## src/rtl/err_eval_pkg.sv

```systemverilog
// Shared types and constants for the approximate-circuit error monitor.
package err_eval_pkg;

    typedef enum logic [1:0] {
        ST_IDLE   = 2'd0,
        ST_ACCUM  = 2'd1,
        ST_DRAIN  = 2'd2,
        ST_REPORT = 2'd3
    } state_e;

    localparam int unsigned RPT_WORDS   = 4;
    localparam int unsigned RPT_IDX_W   = $clog2(RPT_WORDS);
    localparam int unsigned RPT_SAMPLES = 0;
    localparam int unsigned RPT_ERRORS  = 1;
    localparam int unsigned RPT_SUM     = 2;
    localparam int unsigned RPT_MAX     = 3;

endpackage

```

## src/rtl/err_distance.sv

```systemverilog
// Golden multiplier (input side, feeds S1) and absolute error distance (S1 -> S2).
module err_distance #(
    parameter int unsigned IN_W  = 4,
    parameter int unsigned OUT_W = 4
) (
    input  logic [IN_W-1:0]  pi_i,
    output logic [OUT_W-1:0] exact_o,
    input  logic [OUT_W-1:0] exact_i,
    input  logic [OUT_W-1:0] po_i,
    output logic [OUT_W-1:0] ed_o,
    output logic             err_o
);

    localparam int unsigned A_W = IN_W / 2;
    localparam int unsigned B_W = IN_W - A_W;
    localparam int unsigned M_W = (IN_W > OUT_W) ? IN_W : OUT_W;

    logic [A_W-1:0] op_a;
    logic [B_W-1:0] op_b;
    logic [M_W-1:0] prod;

    // Product is kept at least OUT_W wide so truncation is always a plain slice.
    always_comb begin
        op_a    = pi_i[A_W-1:0];
        op_b    = pi_i[IN_W-1:A_W];
        prod    = M_W'(op_a) * M_W'(op_b);
        exact_o = prod[OUT_W-1:0];
    end

    always_comb begin
        ed_o  = (exact_i >= po_i) ? (exact_i - po_i) : (po_i - exact_i);
        err_o = (exact_i != po_i);
    end

endmodule

```

## src/rtl/err_accum_monitor.sv

```systemverilog
// Streams (vector, approximate output) samples, accumulates error statistics
// against a golden product, and emits them as a 4-word report on request.
module err_accum_monitor
    import err_eval_pkg::*;
#(
    parameter int unsigned IN_W  = 4,
    parameter int unsigned OUT_W = 4,
    parameter int unsigned CNT_W = 16,
    parameter int unsigned ACC_W = 24,
    parameter int unsigned RPT_W = 32
) (
    input  logic             clk,
    input  logic             rst,
    input  logic             s_valid,
    output logic             s_ready,
    input  logic [IN_W-1:0]  s_pi,
    input  logic [OUT_W-1:0] s_po,
    input  logic             clear,
    input  logic             report_req,
    output logic             r_valid,
    input  logic             r_ready,
    output logic [RPT_W-1:0] r_data,
    output logic             r_last,
    output logic             busy
);

    localparam int unsigned SUM_EXT_W = ACC_W + 1;

    state_e state_q, state_d;

    logic                 clear_eff, accept;
    logic                 s1_v_q, s2_v_q, s2_err_q, err_c;
    logic [OUT_W-1:0]     s1_exact_q, s1_po_q, s2_ed_q, exact_c, ed_c;

    logic [CNT_W-1:0]     samples_q, samples_d, errors_q, errors_d;
    logic [ACC_W-1:0]     sum_q, sum_d;
    logic [OUT_W-1:0]     max_q, max_d;
    logic [SUM_EXT_W-1:0] sum_ext;

    logic                 s_ready_q, s_ready_d, busy_q, busy_d;
    logic                 r_valid_q, r_valid_d, r_last_q, r_last_d, rpt_load;
    logic [RPT_W-1:0]     r_data_q, r_data_d;
    logic [RPT_IDX_W-1:0] rpt_idx_q, rpt_idx_d;

    // clear only acts while samples are being collected; a same-cycle sample is dropped.
    assign clear_eff = clear && ((state_q == ST_IDLE) || (state_q == ST_ACCUM));
    assign accept    = s_valid && s_ready_q && !clear_eff;

    err_distance #(.IN_W(IN_W), .OUT_W(OUT_W)) u_dist (
        .pi_i    (s_pi),
        .exact_o (exact_c),
        .exact_i (s1_exact_q),
        .po_i    (s1_po_q),
        .ed_o    (ed_c),
        .err_o   (err_c)
    );

    always_ff @(posedge clk) begin
        if (rst) begin
            s1_v_q     <= 1'b0;
            s1_exact_q <= '0;
            s1_po_q    <= '0;
            s2_v_q     <= 1'b0;
            s2_ed_q    <= '0;
            s2_err_q   <= 1'b0;
        end else begin
            s1_v_q     <= accept;
            s1_exact_q <= exact_c;
            s1_po_q    <= s_po;
            s2_v_q     <= s1_v_q && !clear_eff;
            s2_ed_q    <= ed_c;
            s2_err_q   <= err_c;
        end
    end

    // Accumulate stage: saturating counters, frozen entirely once samples is full.
    always_comb begin
        samples_d = samples_q;
        errors_d  = errors_q;
        sum_d     = sum_q;
        max_d     = max_q;
        sum_ext   = SUM_EXT_W'(sum_q) + SUM_EXT_W'(s2_ed_q);
        if (clear_eff) begin
            samples_d = '0;
            errors_d  = '0;
            sum_d     = '0;
            max_d     = '0;
        end else if (s2_v_q && (samples_q != {CNT_W{1'b1}})) begin
            samples_d = samples_q + CNT_W'(1);
            if (s2_err_q && (errors_q != {CNT_W{1'b1}})) begin
                errors_d = errors_q + CNT_W'(1);
            end
            sum_d = sum_ext[ACC_W] ? {ACC_W{1'b1}} : sum_ext[ACC_W-1:0];
            max_d = (s2_ed_q > max_q) ? s2_ed_q : max_q;
        end
    end

    always_ff @(posedge clk) begin
        if (rst) begin
            samples_q <= '0;
            errors_q  <= '0;
            sum_q     <= '0;
            max_q     <= '0;
        end else begin
            samples_q <= samples_d;
            errors_q  <= errors_d;
            sum_q     <= sum_d;
            max_q     <= max_d;
        end
    end

    always_ff @(posedge clk) begin
        if (rst) begin
            state_q <= ST_IDLE;
        end else begin
            state_q <= state_d;
        end
    end

    always_comb begin
        state_d = state_q;
        case (state_q)
            ST_IDLE: begin
                if (report_req) begin
                    state_d = ST_DRAIN;
                end else if (accept) begin
                    state_d = ST_ACCUM;
                end
            end
            ST_ACCUM: begin
                if (report_req) begin
                    state_d = ST_DRAIN;
                end
            end
            ST_DRAIN: begin
                if (!s1_v_q && !s2_v_q) begin
                    state_d = ST_REPORT;
                end
            end
            ST_REPORT: begin
                if (r_valid_q && r_ready && (rpt_idx_q == RPT_IDX_W'(RPT_MAX))) begin
                    state_d = ST_IDLE;
                end
            end
            default: state_d = ST_IDLE;
        endcase
    end

    // Next values of the registered outputs; a report word is loaded on REPORT entry and after each transfer.
    always_comb begin
        s_ready_d = (state_d == ST_IDLE) || (state_d == ST_ACCUM);
        busy_d    = (state_d == ST_DRAIN) || (state_d == ST_REPORT);
        r_valid_d = r_valid_q;
        r_data_d  = r_data_q;
        r_last_d  = r_last_q;
        rpt_idx_d = rpt_idx_q;
        rpt_load  = 1'b0;
        if ((state_q == ST_DRAIN) && (state_d == ST_REPORT)) begin
            rpt_load  = 1'b1;
            rpt_idx_d = '0;
        end else if ((state_q == ST_REPORT) && r_valid_q && r_ready) begin
            if (rpt_idx_q == RPT_IDX_W'(RPT_MAX)) begin
                r_valid_d = 1'b0;
                r_last_d  = 1'b0;
                r_data_d  = '0;
            end else begin
                rpt_load  = 1'b1;
                rpt_idx_d = rpt_idx_q + RPT_IDX_W'(1);
            end
        end
        if (rpt_load) begin
            r_valid_d = 1'b1;
            r_last_d  = (rpt_idx_d == RPT_IDX_W'(RPT_MAX));
            case (rpt_idx_d)
                RPT_IDX_W'(RPT_SAMPLES): r_data_d = RPT_W'(samples_q);
                RPT_IDX_W'(RPT_ERRORS):  r_data_d = RPT_W'(errors_q);
                RPT_IDX_W'(RPT_SUM):     r_data_d = RPT_W'(sum_q);
                default:                 r_data_d = RPT_W'(max_q);
            endcase
        end
    end

    always_ff @(posedge clk) begin
        if (rst) begin
            s_ready_q <= 1'b0;
            busy_q    <= 1'b0;
            r_valid_q <= 1'b0;
            r_data_q  <= '0;
            r_last_q  <= 1'b0;
            rpt_idx_q <= '0;
        end else begin
            s_ready_q <= s_ready_d;
            busy_q    <= busy_d;
            r_valid_q <= r_valid_d;
            r_data_q  <= r_data_d;
            r_last_q  <= r_last_d;
            rpt_idx_q <= rpt_idx_d;
        end
    end

    assign s_ready = s_ready_q;
    assign busy    = busy_q;
    assign r_valid = r_valid_q;
    assign r_data  = r_data_q;
    assign r_last  = r_last_q;

endmodule

```

## config.mk

```make
export PLATFORM = sky130hd
export DESIGN_NAME = err_accum_monitor
export DESIGN_NICKNAME = d
export VERILOG_FILES = /design/src/rtl/err_eval_pkg.sv /design/src/rtl/err_distance.sv /design/src/rtl/err_accum_monitor.sv
export SDC_FILE = /design/constraint.sdc
export NUM_CORES = 1
export LEC_CHECK = 0
export CORE_MARGIN = 2
export CORE_UTILIZATION = 45
export CTS_BUF_LIST = sky130_fd_sc_hd__clkbuf_16
export DETAILED_ROUTE_END_ITERATION = 6
export GPL_TIMING_DRIVEN = 0
export PLACE_DENSITY_LB_ADDON = 0.2
export SETUP_SLACK_MARGIN = 0.5
export SLEW_MARGIN = 20
export SYNTH_ARGS = -nofsm -noshare
export SYNTH_HDL_FRONTEND = slang
export SYNTH_SLANG_ARGS = --single-unit
```

## constraint.sdc

```tcl
create_clock -name clk -period 2.8 [get_ports clk]
set_input_delay 0.84 -clock clk [delete_from_list [all_inputs] [get_ports clk]]
set_output_delay 0.84 -clock clk [all_outputs]
set_load 0.01 [all_outputs]
```

==> results.md, run 1 <==
- Once the floorplan was initialized, standard cells occupied 45.6% of the core.
- No sink is reached through more buffers than the 2 on the longest clock path.
- At the worst endpoint, the required time is 3.00 ns.
- Summing the sequential cell areas from Yosys gives 41.5% of the chip area.
- The root buffer cell is sky130_fd_sc_hd__clkbuf_16.
- For met2 alone, demand over resource in global routing was 33.8%.
- The cell area after layout is 6240 µm².
- Along the worst path, the maximum fanout reaches 4.
- The source of the critical timing path is r_ready.
- The relative area change from synthesis to final layout is 20.8%.
- STA classifies the critical path endpoint as a flip-flop.
- The total count of max-transition violations in the final report is 0.
- The floorplan die width is 111 µm.
- By area the synthesized netlist is led by sky130_fd_sc_hd__dfxtp_1, sky130_fd_sc_hd__nor2_1, sky130_fd_sc_hd__a22oi_1.
- Across the VDD grid, the largest voltage drop is 0.383 mV.
- The aggregate global routing overflow is 0.
- The post-detailed-placement half-perimeter wirelength is 9.21 mm.
- The detailed router's first-iteration violation count is 340.
- In this run the most used layer during global routing was met2.
- The total track usage is 20.2%.
- The met1 routing resource usage after global routing is 26.1%.
- The row count is 39.
- The share of final-layout standard cells stronger than drive strength 1 is 12.6%.
- Dividing the final minimum period by the clock period gives 82.3%.
- The floorplan step set the die height to 111 µm.
- The commonest non-fill, non-tap cell in the layout is sky130_fd_sc_hd__dfxtp_1.
- The mean cell area of the mapped netlist is 8.80 µm².
- The final weighted congestion of routability-driven global placement is 0.834.
- The reg-to-reg endpoint is samples_q[9]$_SDFFE_PP0P_.
- The die covers 12,400 µm².
- The share of flip-flops with an asynchronous set or reset is 0%.
- Based on the critical path, the design can be clocked at up to 0.434 GHz.
- The number of H-tree levels is 3.
- The library cells used most frequently in the layout, excluding fill and tap cells, are sky130_fd_sc_hd__dfxtp_1, sky130_fd_sc_hd__nor2_1, sky130_fd_sc_hd__clkdlybuf4s50_1.
- The number of buffer cells added on primary ports is 41.
- At the pin with the least slew margin, the transition time is 0.775 ns.
- The post-route clock skew is 0.00984 ns.
- The largest area contributor in the synthesized netlist is sky130_fd_sc_hd__dfxtp_1.
- For this run, the leading register cell type out of synthesis is sky130_fd_sc_hd__dfxtp_1.
- The final cell count without fillers is 800.
- Setup repair after global routing could not meet its margin everywhere.
- The first global-routing pass estimated 20.4 mm of wire.
- Dividing the detail-routed wire length by the instance count gives 15.5 µm.
- Measured in cells, the most critical reg-to-reg path has a length of 9.
- The fraction of synthesized cell area taken by the top area cell type is 41.5%.
- The critical path class is in2reg.
- The count of distinct cell types in the synthesized netlist is 50.
- Data on the critical path arrives at its endpoint at 2.51 ns.
- Once detail routing completed, the nets flagged for antenna violations numbered 0.
- Clock-pin slew was measured on the worst setup and hold paths at 0.07 ns.
- TritonCTS built the clock tree.
- The total wire length after detailed routing is 12.4 mm.
- The number of antenna violations at the first check in global routing is 0.
- In this run the power density over the cells is 476 nW/µm².
- In this run the static leakage power is 2.27 nW.
- The flow ran to the end, and the final reports show no timing, DRC or antenna violations.
- The worst register-to-register path has a setup slack of 0.57 ns.
- Pin placement for this block handled 50 I/O pins.
- The footprint of the multi-input gates is 2860 µm².
- The number of global-route vias before repair is 4,270.
- The number of CTS-inserted buffers is 9.
- Clock latency on the worst-skew pair, taken at its later pin, is 0.35 ns.
- The register area is 2150 µm².
- The total number of vias is 4,430.
- The total setup violations reported at the end of the flow is 0.
- For this run, the detailed router's first-pass iteration total came to 5.
- The core region is 11,300 µm².
- The type of the most critical hold path is reg2reg.
- The count of endpoints failing hold in the final timing report is 0.
- The normalized max-slew margin is 47.9%.
- The startpoint of the worst register-to-register path is samples_q[1]$_SDFFE_PP0P_.
- Following the worst setup path forward leads to its endpoint at r_data[3]$_SDFFE_PP0P_.
- The final critical delay including setup and external delays is 2.30 ns.
- The warning count from the yosys run is 0.
- The worst setup path is launched from an input port.
- The synthesized design contains 0 enable-type register cells.
- The final antenna diode count is 0.
- In this run the cell area measured after placement is 5780 µm².
- After technology mapping, the gate count stands at 587.
- After detailed routing, the number of remaining DRC violations is 0.
- The synthesized design contains 107 register bits.
- Across the run, the number of max-cap violations was 0.
- The mapped netlist covers 5160 µm².
- The number of inserted filler cells in the final layout is 1,065.
- The total number of nets in the final design is 689.
- After detailed routing, the number of vias per cell comes to 5.54.
- The maximum number of pins on one net before global-route repair is 17.
- The number of clock sinks seen by CTS is 107.
- The fraction of met3 tracks used by global routing is 3.12%.
- Along the worst hold path, the cell count comes to 2.
- In this run, placement finished with an instance count of 778.
worst max-delay path: stages:
cell and delay (ns):
sky130_fd_sc_hd__clkdlybuf4s50_1 0.44, sky130_fd_sc_hd__and4_1 0.24, sky130_fd_sc_hd__xnor2_1 0.24, sky130_fd_sc_hd__nor3_4 0.09, sky130_fd_sc_hd__buf_4 0.17, sky130_fd_sc_hd__a221oi_1 0.38
sky130_fd_sc_hd__a211oi_1 0.09
power by group:
part,switching [mW],internal (mW),total (mW)
Combinational,0.147,0.118,0.265
Sequential,0.0267,1.55,1.57
Clock,0.541,0.591,1.13
Total,0.715,2.26,2.97
metal layers:
| layer | part of all wire, % | wire (µm) | vias up |
|---|---|---|---|
| li1 | - | - | 2206 |
| met4 | 2.3 | 283 | 0 |
| met1 | 46 | 5630 | 2091 |
| met5 | 0 | 0 | - |
| met3 | 4.3 | 535 | 23 |
| met2 | 48 | 5910 | 110 |
flip-flops by register name (all words and copies together), names as in the netlist:
| name | count |
|---|---|
| r_data | 24 |
| sum_q | 24 |
| errors_q | 16 |
| samples_q | 16 |
| max_q | 4 |
| s1_exact_q | 4 |
| s1_po_q | 4 |
| s2_ed_q | 4 |
| rpt_idx_q | 2 |
| state_q | 2 |
| busy | 1 |
| r_last | 1 |
| r_valid | 1 |
| s1_v_q | 1 |
| s2_err_q | 1 |
| s2_v_q | 1 |
| s_ready | 1 |
logic make-up (layout without fill, tap and decap cells):
kind of cell | count (synthesis) | in the layout | synth area share [%]
xor+xnor | 41 | 41 | 6.95
buf+inv | 63 | 126 | 5.84
flops | 107 | 107 | 41.5
fa+ha+maj | 22 | 22 | 5.77
other cells | 1 | 8 | 0.0726
mux | 10 | 10 | 1.94
simple gates | 209 | 209 | 21.4
compound gates | 134 | 134 | 16.5
metrics by stage:
step	power [mW]	hold slack, ns	worst slack, ns	TNS (ns)	utilization, %
2_1_floorplan	1.77	0.445	0.630	0	-
3_3_place_gp	1.85	0.467	-0.274	-10.77	51.1
3_5_place_dp	1.86	0.477	-0.302	-13.34	51.1
4_1_cts	2.99	0.493	0.502	0	54.2
5_1_grt	3.09	0.503	0.426	0	55.1
6_report	2.97	0.489	0.496	0	55.1
worst min path at each step:
stage / startpoint / end / slack, ns
floorplan: sum_q[15]$_SDFFE_PP0P_ / sum_q[15]$_SDFFE_PP0P_ / 0.45
global placement: sum_q[15]$_SDFFE_PP0P_ / sum_q[15]$_SDFFE_PP0P_ / 0.47
detailed placement: r_data[7]$_SDFFE_PP0P_ / r_data[7]$_SDFFE_PP0P_ / 0.48
CTS: r_data[7]$_SDFFE_PP0P_ / r_data[7]$_SDFFE_PP0P_ / 0.49
global route: sum_q[15]$_SDFFE_PP0P_ / sum_q[15]$_SDFFE_PP0P_ / 0.50
finish: r_data[7]$_SDFFE_PP0P_ / r_data[7]$_SDFFE_PP0P_ / 0.49
final cells by class:
class	count	area share [%]
buffer	36	3.63
clock buffer	9	3.61
clock inverter	6	0.542
inverter	27	1.62
multi-input combinational	424	45.8
sequential	107	34.5
tap	143	2.87
timing repair buffer	48	7.42
cells in the mapped netlist (17+ instances only):
cell                      instances
sky130_fd_sc_hd__dfxtp_1        107
sky130_fd_sc_hd__nor2_1          71
sky130_fd_sc_hd__a21oi_1         39
sky130_fd_sc_hd__a22oi_1         32
sky130_fd_sc_hd__o21ai_0         30
sky130_fd_sc_hd__inv_1           27
sky130_fd_sc_hd__nand2_1         27
sky130_fd_sc_hd__xor2_1          24
sky130_fd_sc_hd__nand4_1         21
sky130_fd_sc_hd__nand3_1         20
sky130_fd_sc_hd__ha_1            19
sky130_fd_sc_hd__xnor2_1         17
timing repair:
| action | in CTS | in global routing |
|---|---|---|
| pin swaps | 2 | 5 |
| endpoints found under the setup margin | 76 | 59 |
| hold buffers | 0 | 0 |
| buffers inserted | 3 | 4 |
| resized for setup | 24 | 27 |
Power figures use the tool's default switching activity.
==> inputs of run 2 (changes only) <==
- clock period: 2.8 -> 2.38 ns (I/O delays scaled with it)
==> run 2 against run 1 <==
  * Sequential share of layout area shrank 4.6 points
  * Die area unchanged
  * Clock skew shrank 0.0046 ns
  * Sequential power is 17% higher
  * Final cell count grew 6.8%
  * Wire length up 19%
  * Clock-buffer cell count is the same
  * Global-route usage rose by 2.4 points
  * Hold slack got worse by 0.015 ns
  * Clock power up 39%
  * Critical endpoint is now sum_q[16]$_SDFFE_PP0P_
  * Largest cell class unchanged
==> results.md, run 2 (synthesis gave the netlist of run 1 again) <==
- The post-placement setup slack was -0.652 ns (-0.350 ns).
- The critical path class is reg2reg.
- The die area is 12,400 µm² (unchanged).
- The number of placed instances, taps included is 778 (unchanged).
- The first-pass GRT wire length is 22.7 mm (+12%).
- The total wire length after detailed routing is 14.7 mm (+19%).
- The flow ran to the end, and the final reports show no timing, DRC or antenna violations.
- The depth of the critical timing path with buffers and inverters included is 11 (+4).
- STA classifies the critical path startpoint as a flip-flop.
- Setup repair after global routing could not meet its margin everywhere.
- The number of DRC violations after detailed routing is 0 (unchanged).
- The number of antenna violations at the first check in global routing is 0 (unchanged).
- The total track usage is 22.7% (+2.4 points).
- The type of the most critical hold path is reg2reg.
- The I/O pin count is 50 (unchanged).
- On the critical path, the stage with the largest delay is an instance of sky130_fd_sc_hd__dfxtp_4.
- The maximum fanout along the worst path is 5 (+1).
- The final critical path takes up 87.8% of the cycle.
- The residual antenna-violating net count after detailed routing came to 0 (unchanged).
- The number of CTS-inserted buffers is 9 (unchanged).
- The power consumption is 3.78 mW (+27%).
- The actual slew at the worst max-slew pin was 0.536 ns (-0.240 ns).
- The critical path buffer and inverter count came to 3 (+1).
- In this run the worst setup path begins at s2_ed_q[0]$_SDFF_PP0_.
- In the layout the commonest cells are sky130_fd_sc_hd__dfxtp_1, sky130_fd_sc_hd__nor2_1, sky130_fd_sc_hd__buf_4.
- The achievable frequency is 0.478 GHz.
- The least setup slack across all paths after layout is 0.290 ns (-0.206 ns).
- The number of hold-repair buffers added at the cts stage is 0 (unchanged).
- The required time at the worst-slack endpoint is 2.62 ns (-0.38 ns).
- The number of clock sinks seen by CTS was 107 (unchanged).
- The maximum number of pins on one net before global-route repair is 17 (unchanged).
- The final antenna diode count was 0 (unchanged).
- The delay of the slowest critical-path stage is 0.36 ns (-0.08 ns).
- The largest vdd supply drop is 0.535 mV (+40%).
- The placeable core area is 11,300 µm² (unchanged).
- The number of global-route vias before repair is 4,560 (+6.8%).
- The detailed router's first-iteration violation count is 360 (+5.9%).
- The normalized max-slew margin is 64.3% (+16 points).
- The leakage power figure came to 2.85 nW (+26%).
- The critical path endpoint category is a flip-flop.
- The via density per instance is 5.62 (+1.6%).
- The register-to-register path setup slack was 0.29 ns (-0.28 ns).
- The end of the critical path is sum_q[16]$_SDFFE_PP0P_.
- The cell area after layout is 7350 µm² (+18%).
- The number of buffer cells added on primary ports came to 41 (unchanged).
- The share of final-layout standard cells stronger than drive strength 1 came to 31.6% (+19 points).
- The floorplan die width is 111 µm (unchanged).
- The relative area change from synthesis to final layout is 42.3%.
- The final weighted congestion of routability-driven global placement is 0.821 (-1.5%).
- The count of endpoints failing hold in the final timing report is 0 (unchanged).
- The total number of vias is 4,803 (+8.4%).
- The cell area power density is 514 nW/µm² (+7.9%).
- The final cell count without fillers is 854 (+6.8%).
- The aggregate global routing overflow came to 0 (unchanged).
- The insertion delay of the later-clocked pin in the worst-skew pair is 0.35 ns (about the same).
- The max-capacitance violation count is 0 (unchanged).
- The detailed-route wire length per cell came to 17.2 µm (+12%).
- The critical path goes through ha_4 > inv_2 > fa_2 > nor2b_2 > o21ai_2 > a211oi_4 > buf_4 > buf_6 > and3_4 > nand3_2 > o211a_1.
- The number of H-tree levels is 3 (unchanged).
- The final critical delay including setup and external delays is 2.09 ns.
- The total count of max-transition violations in the final report is 0 (unchanged).
- The root buffer cell is sky130_fd_sc_hd__clkbuf_16.
- The post-place instance area is 5910 µm² (+2.3%).
- The number of cells on the worst reg-to-reg path came to 11 (+2).
- The CTS tree is done.
- The total number of nets in the final design was 742 (+7.7%).
- The total iterations of the first detailed-routing run came to 5 (unchanged).
- The largest buffer count on any clock path came to 2 (unchanged).
- The post-detailed-placement half-perimeter wirelength was 9.38 mm (+1.8%).
- The post-route clock skew came to 0.00529 ns (-0.00455 ns).
- The startpoint identified for the worst register-to-register timing path is s2_ed_q[0]$_SDFF_PP0_.
- Grouping stages by cell kind, the critical path spends the most delay in adder cells.
- The data arrival time at the worst-slack endpoint is 2.33 ns (-0.18 ns).
- The starting utilization of the core area was 45.6% (unchanged).
- The commonest non-fill, non-tap cell in the layout is sky130_fd_sc_hd__dfxtp_1.
- The height of the die is 111 µm (unchanged).
- The row count is 39 (unchanged).
- The endpoint identified for the worst register-to-register timing path is sum_q[16]$_SDFFE_PP0P_.
- The clock transition at the registers of the reported paths is 0.07 ns (about the same).
- The total setup violations reported at the end of the flow is 0 (unchanged).
[run 2: layout make-up]
cell class | count | area, µm²
Timing Repair Buffer | 101 | 927
Clock buffer | 9 | 225
Inverter | 27 | 101
Clock inverter | 7 | 82.6
Multi-Input combinational cell | 424 | 3310
Fill cell | 916 | 3970
Tap cell | 143 | 179
Buffer | 36 | 324
Sequential cell | 107 | 2200
[run 2: worst register-to-register path, stage by stage (launching register included)]
cell and delay (ns):
sky130_fd_sc_hd__dfxtp_4 0.36, sky130_fd_sc_hd__ha_4 0.13, sky130_fd_sc_hd__inv_2 0.03, sky130_fd_sc_hd__fa_2 0.34, sky130_fd_sc_hd__nor2b_2 0.14, sky130_fd_sc_hd__o21ai_2 0.08, sky130_fd_sc_hd__a211oi_4 0.26, sky130_fd_sc_hd__buf_4 0.16
sky130_fd_sc_hd__buf_6 0.10, sky130_fd_sc_hd__and3_4 0.18, sky130_fd_sc_hd__nand3_2 0.07, sky130_fd_sc_hd__o211a_1 0.13
[run 2: worst min path at each step]
stage                                 startpoint                endpoint  slack, ns  depth (start not counted)
after CTS                     s_ready$_SDFF_PP0_       s1_v_q$_SDFF_PP0_       0.47                          2
after floorplan           sum_q[15]$_SDFFE_PP0P_  sum_q[15]$_SDFFE_PP0P_       0.45                          1
after global routing      r_data[9]$_SDFFE_PP0P_  r_data[9]$_SDFFE_PP0P_       0.52                          2
after global placement        s_ready$_SDFF_PP0_       s1_v_q$_SDFF_PP0_       0.46                          2
final                         s_ready$_SDFF_PP0_       s1_v_q$_SDFF_PP0_       0.47                          2
after detailed placement      s_ready$_SDFF_PP0_       s1_v_q$_SDFF_PP0_       0.47                          2
[run 2: stage by stage]
| step | util (%) | setup TNS, ns | hold WS (ns) |
|---|---|---|---|
| 4_1_cts | 60.6 | 0 | 0.474 |
| 3_5_place_dp | 52.2 | -32.64 | 0.468 |
| 3_3_place_gp | 52.2 | -30.70 | 0.460 |
| 5_1_grt | 64.9 | 0 | 0.516 |
| 6_report | 64.9 | 0 | 0.474 |
| 2_1_floorplan | - | 0 | 0.445 |
[run 2: routing by layer]
metal	vias up	global-route usage [%]	share of wire [%]
li1	2313	-	-
met1	2305	29.5	43
met2	159	37.5	49
met3	26	4.05	4.9
met4	0	8.97	2.4
met5	-	0	0
[run 2: where the power goes]
group | internal (mW) | switching (mW)
sequential | 1.81 | 0.0314
combinational | 0.171 | 0.199
clock | 0.910 | 0.656
[run 2: timing repair]
item | in CTS | in global routing
gates resized for setup | 133 | 85
buffers inserted | 32 | 23
pin swaps | 28 | 48
endpoints found under the setup margin | 131 | 90
gates cloned | 4 | 1
==> inputs of run 3 (changes only) <==
- clock period: 2.38 -> 2.4 ns (I/O delays scaled with it)
==> run 3 against run 2 <==
  * Worst setup slack lost 0.0015 ns
  * Global-route usage barely moved
  * Combinational power down 2%
  * Sequential power about the same
  * Final area is 1.8% lower
  * Sequential share of layout area increased by 0.45 points
  * Fmax fell by 1.0%
  * Critical path depth down 1
  * Clock power is 3% lower
  * Flip-flop and latch count stayed put
  * Hold slack worse by 0.0029 ns
  * Critical path type unchanged
  * Largest power group unchanged
  * Highest routed layer unchanged
==> results.md, run 3 (synthesis gave the netlist of run 1 again) <==
- The I/O pin count is 50 (unchanged).
- The final critical delay including setup and external delays is 2.11 ns (+0.0215 ns).
- The clock transition at the registers of the reported paths was 0.08 ns (about the same).
- The residual antenna-violating net count after detailed routing is 0 (unchanged).
- The library cell used most frequently in the layout, excluding fill and tap cells, is sky130_fd_sc_hd__dfxtp_1.
- STA classifies the critical path endpoint as a flip-flop.
- The endpoint of the worst hold-timing path is s1_v_q$_SDFF_PP0_.
- The placeable core area is 11,300 µm² (unchanged).
- The cell area after layout was 7220 µm² (-1.8%).
- Setup repair after global routing could not meet its margin everywhere.
- The maximum fanout along the worst path is 5 (unchanged).
- The fraction of the cycle the final worst path needs was 88.0% (+0.17 points).
- The flow ran to the end, and the final reports show no timing, DRC or antenna violations.
- The largest vdd supply drop is 0.519 mV (-2.9%).
- The insertion delay of the later-clocked pin in the worst-skew pair came to 0.36 ns (about the same).
- The max-capacitance violation count is 0 (unchanged).
- The number of clock sinks seen by CTS is 107 (unchanged).
- The total count of max-transition violations in the final report is 0 (unchanged).
- The number of H-tree levels is 3 (unchanged).
- The number of CTS-inserted buffers is 9 (unchanged).
- The total number of vias is 4,844 (+0.85%).
- The total wire length after detailed routing came to 14.8 mm (+0.39%).
- The detailed-route wire length per cell came to 17.4 µm (+0.99%).
- STA classifies the critical path startpoint as a flip-flop.
- In the layout the commonest cells are sky130_fd_sc_hd__dfxtp_1, sky130_fd_sc_hd__nor2_1, sky130_fd_sc_hd__buf_4.
- The required time at the worst-slack endpoint is 2.70 ns (+0.08 ns).
- The total number of nets in the final design was 737 (-0.67%).
- Traced cell by cell, the critical path runs through ha_4 > inv_2 > fa_2 > nor2b_4 > o21ai_4 > a211oi_4 > buf_6 > nand4_1 > xor2_1 > a21oi_1.
- The cell area power density is 516 nW/µm² (+0.26%).
- The die area was 12,400 µm² (unchanged).
- The register-to-register path setup slack came to 0.29 ns (about the same).
- The normalized max-slew margin is 65.1% (+0.80 points).
- The number of inserted filler cells in the final layout is 903 (-1.4%).
- The number of global-route vias before repair is 4,538 (-0.48%).
- The number of DRC violations after detailed routing is 0 (unchanged).
- The actual slew at the worst max-slew pin is 0.524 ns (-0.0120 ns).
- The count of endpoints failing hold in the final timing report came to 0 (unchanged).
- The share of final-layout standard cells stronger than drive strength 1 is 30.0% (-1.6 points).
- The total track usage was 22.7% (about the same).
- The post-placement setup slack was -0.515 ns (+0.137 ns).
- The critical path buffer and inverter count is 2 (-1).
- The row count came to 39 (unchanged).
- The height of the die is 111 µm (unchanged).
- The number of instances on the worst hold path is 2 (unchanged).
- The via density per instance is 5.71 (+1.4%).
- The number of cells on the worst reg-to-reg path is 10 (-1).
- The worst-path cell with the longest stage delay is sky130_fd_sc_hd__dfxtp_4.
- The achievable frequency was 0.474 GHz (-1.0%).
- The least setup slack across all paths after layout is 0.288 ns (-0.00155 ns).
- The post-place instance area is 5880 µm² (-0.49%).
- By startpoint and endpoint, the worst setup path is classified as reg2reg.
- The total iterations of the first detailed-routing run is 5 (unchanged).
- The floorplan die width is 111 µm (unchanged).
- The relative area change from synthesis to final layout is 39.8%.
- The final antenna diode count is 0 (unchanged).
- The maximum number of pins on one net before global-route repair is 19 (+2).
- TritonCTS built the clock tree.
- The data arrival time at the worst-slack endpoint is 2.41 ns (+0.08 ns).
- The leakage power figure came to 2.79 nW (-2.2%).
- The number of antenna violations at the first check in global routing is 0 (unchanged).
- The starting utilization of the core area is 45.6% (unchanged).
- The startpoint of the worst register-to-register path is sum_q[0]$_SDFFE_PP0P_.
- The number of buffer cells added on primary ports is 41 (unchanged).
- In this run the most critical hold path is launched from s_ready$_SDFF_PP0_.
- The gate family responsible for the most delay along the worst path is compound AO/OA/AOI/OAI gates.
- The first-pass GRT wire length is 22.7 mm (about the same).
- The root buffer cell is sky130_fd_sc_hd__clkbuf_16.
- The aggregate global routing overflow was 0 (unchanged).
- The detailed router's first-iteration violation count is 372 (+3.3%).
- The final weighted congestion of routability-driven global placement was 0.904 (+10%).
- The largest buffer count on any clock path was 2 (unchanged).
- The total setup violations reported at the end of the flow was 0 (unchanged).
- The post-route clock skew is 0.00829 ns (+0.00301 ns).
- The type of the most critical hold path is reg2reg.
- The endpoint identified for the worst register-to-register timing path is sum_q[18]$_SDFFE_PP0P_.
- The delay of the slowest critical-path stage is 0.36 ns (about the same).
- The post-detailed-placement half-perimeter wirelength was 9.48 mm (+1.1%).
-- run 3: cell types whose count changed in the layout (fill, tap and decap cells not counted), sizes merged --
cell / before / now
buf: 86 / 80
bufinv: 2 / 1
clkdlybuf4s15: 0 / 1
clkinv: 5 / 3
inv: 27 / 30
-- run 3: routing by layer --
layer	wire [µm]	up-vias	share of wire, %	track usage (%)
met5	0	-	0	0
met4	320	0	2.2	7.33
met3	914	30	6.2	5.52
met1	6310	2332	43	29.4
met2	7240	170	49	37.3
li1	-	2312	-	-
-- run 3: timing repair --
item	CTS	global route
cloned	4	1
hold buffers	0	0
setup endpoints to repair	121	83
pin swaps	40	39
gates resized for setup	131	64
setup buffers	37	13
-- run 3: worst max path at each step --
stage	slack, ns	cells past startpoint	startpoint	endpoint
5_1_grt	0.18	10	sum_q[0]$_SDFFE_PP0P_	sum_q[18]$_SDFFE_PP0P_
3_3_place_gp	-0.52	6	rst	sum_q[23]$_SDFFE_PP0P_
4_1_cts	0.31	10	sum_q[0]$_SDFFE_PP0P_	sum_q[20]$_SDFFE_PP0P_
2_1_floorplan	0.44	9	sum_q[0]$_SDFFE_PP0P_	sum_q[13]$_SDFFE_PP0P_
6_report	0.29	10	sum_q[0]$_SDFFE_PP0P_	sum_q[18]$_SDFFE_PP0P_
3_5_place_dp	-0.51	6	rst	s1_v_q$_SDFF_PP0_
-- run 3: layout make-up --
| class | count | area [µm²] | share of cell area, % |
|---|---|---|---|
| repair buffers | 96 | 866 | 12.0 |
| multi-input cells | 424 | 3260 | 45.1 |
| clock buffers | 9 | 225 | 3.12 |
| plain buffers | 36 | 320 | 4.44 |
| well taps | 143 | 179 | 2.48 |
| flip-flops and latches | 107 | 2190 | 30.4 |
| clock inverters | 7 | 77.6 | 1.07 |
| inverters | 27 | 101 | 1.40 |
-- run 3: report_power, final --
part	switching [mW]	internal (mW)	total (mW)
clock network	0.703	0.821	1.52
logic	0.194	0.170	0.364
registers	0.0360	1.80	1.83
-- run 3: per-stage QoR --
| stage | power, mW | std cells | hold WS, ns | util [%] | setup TNS (ns) |
|---|---|---|---|---|---|
| after detailed placement | 2.17 | 778 | 0.461 | 52.0 | -28.68 |
| after CTS | 3.72 | 835 | 0.472 | 60.8 | 0 |
| after global routing | 3.85 | 849 | 0.496 | 63.8 | 0 |
| after floorplan | 2.07 | 594 | 0.445 | - | 0 |
| after global placement | 2.16 | 778 | 0.458 | 52.0 | -27.29 |
| final | 3.72 | 849 | 0.471 | 63.8 | 0 |
-- run 3: tightest hold or removal path, cell delays in order, from the launching register on --
cell and delay (ns):
sky130_fd_sc_hd__dfxtp_1 0.31, sky130_fd_sc_hd__nand2_1 0.08, sky130_fd_sc_hd__nor2_1 0.04
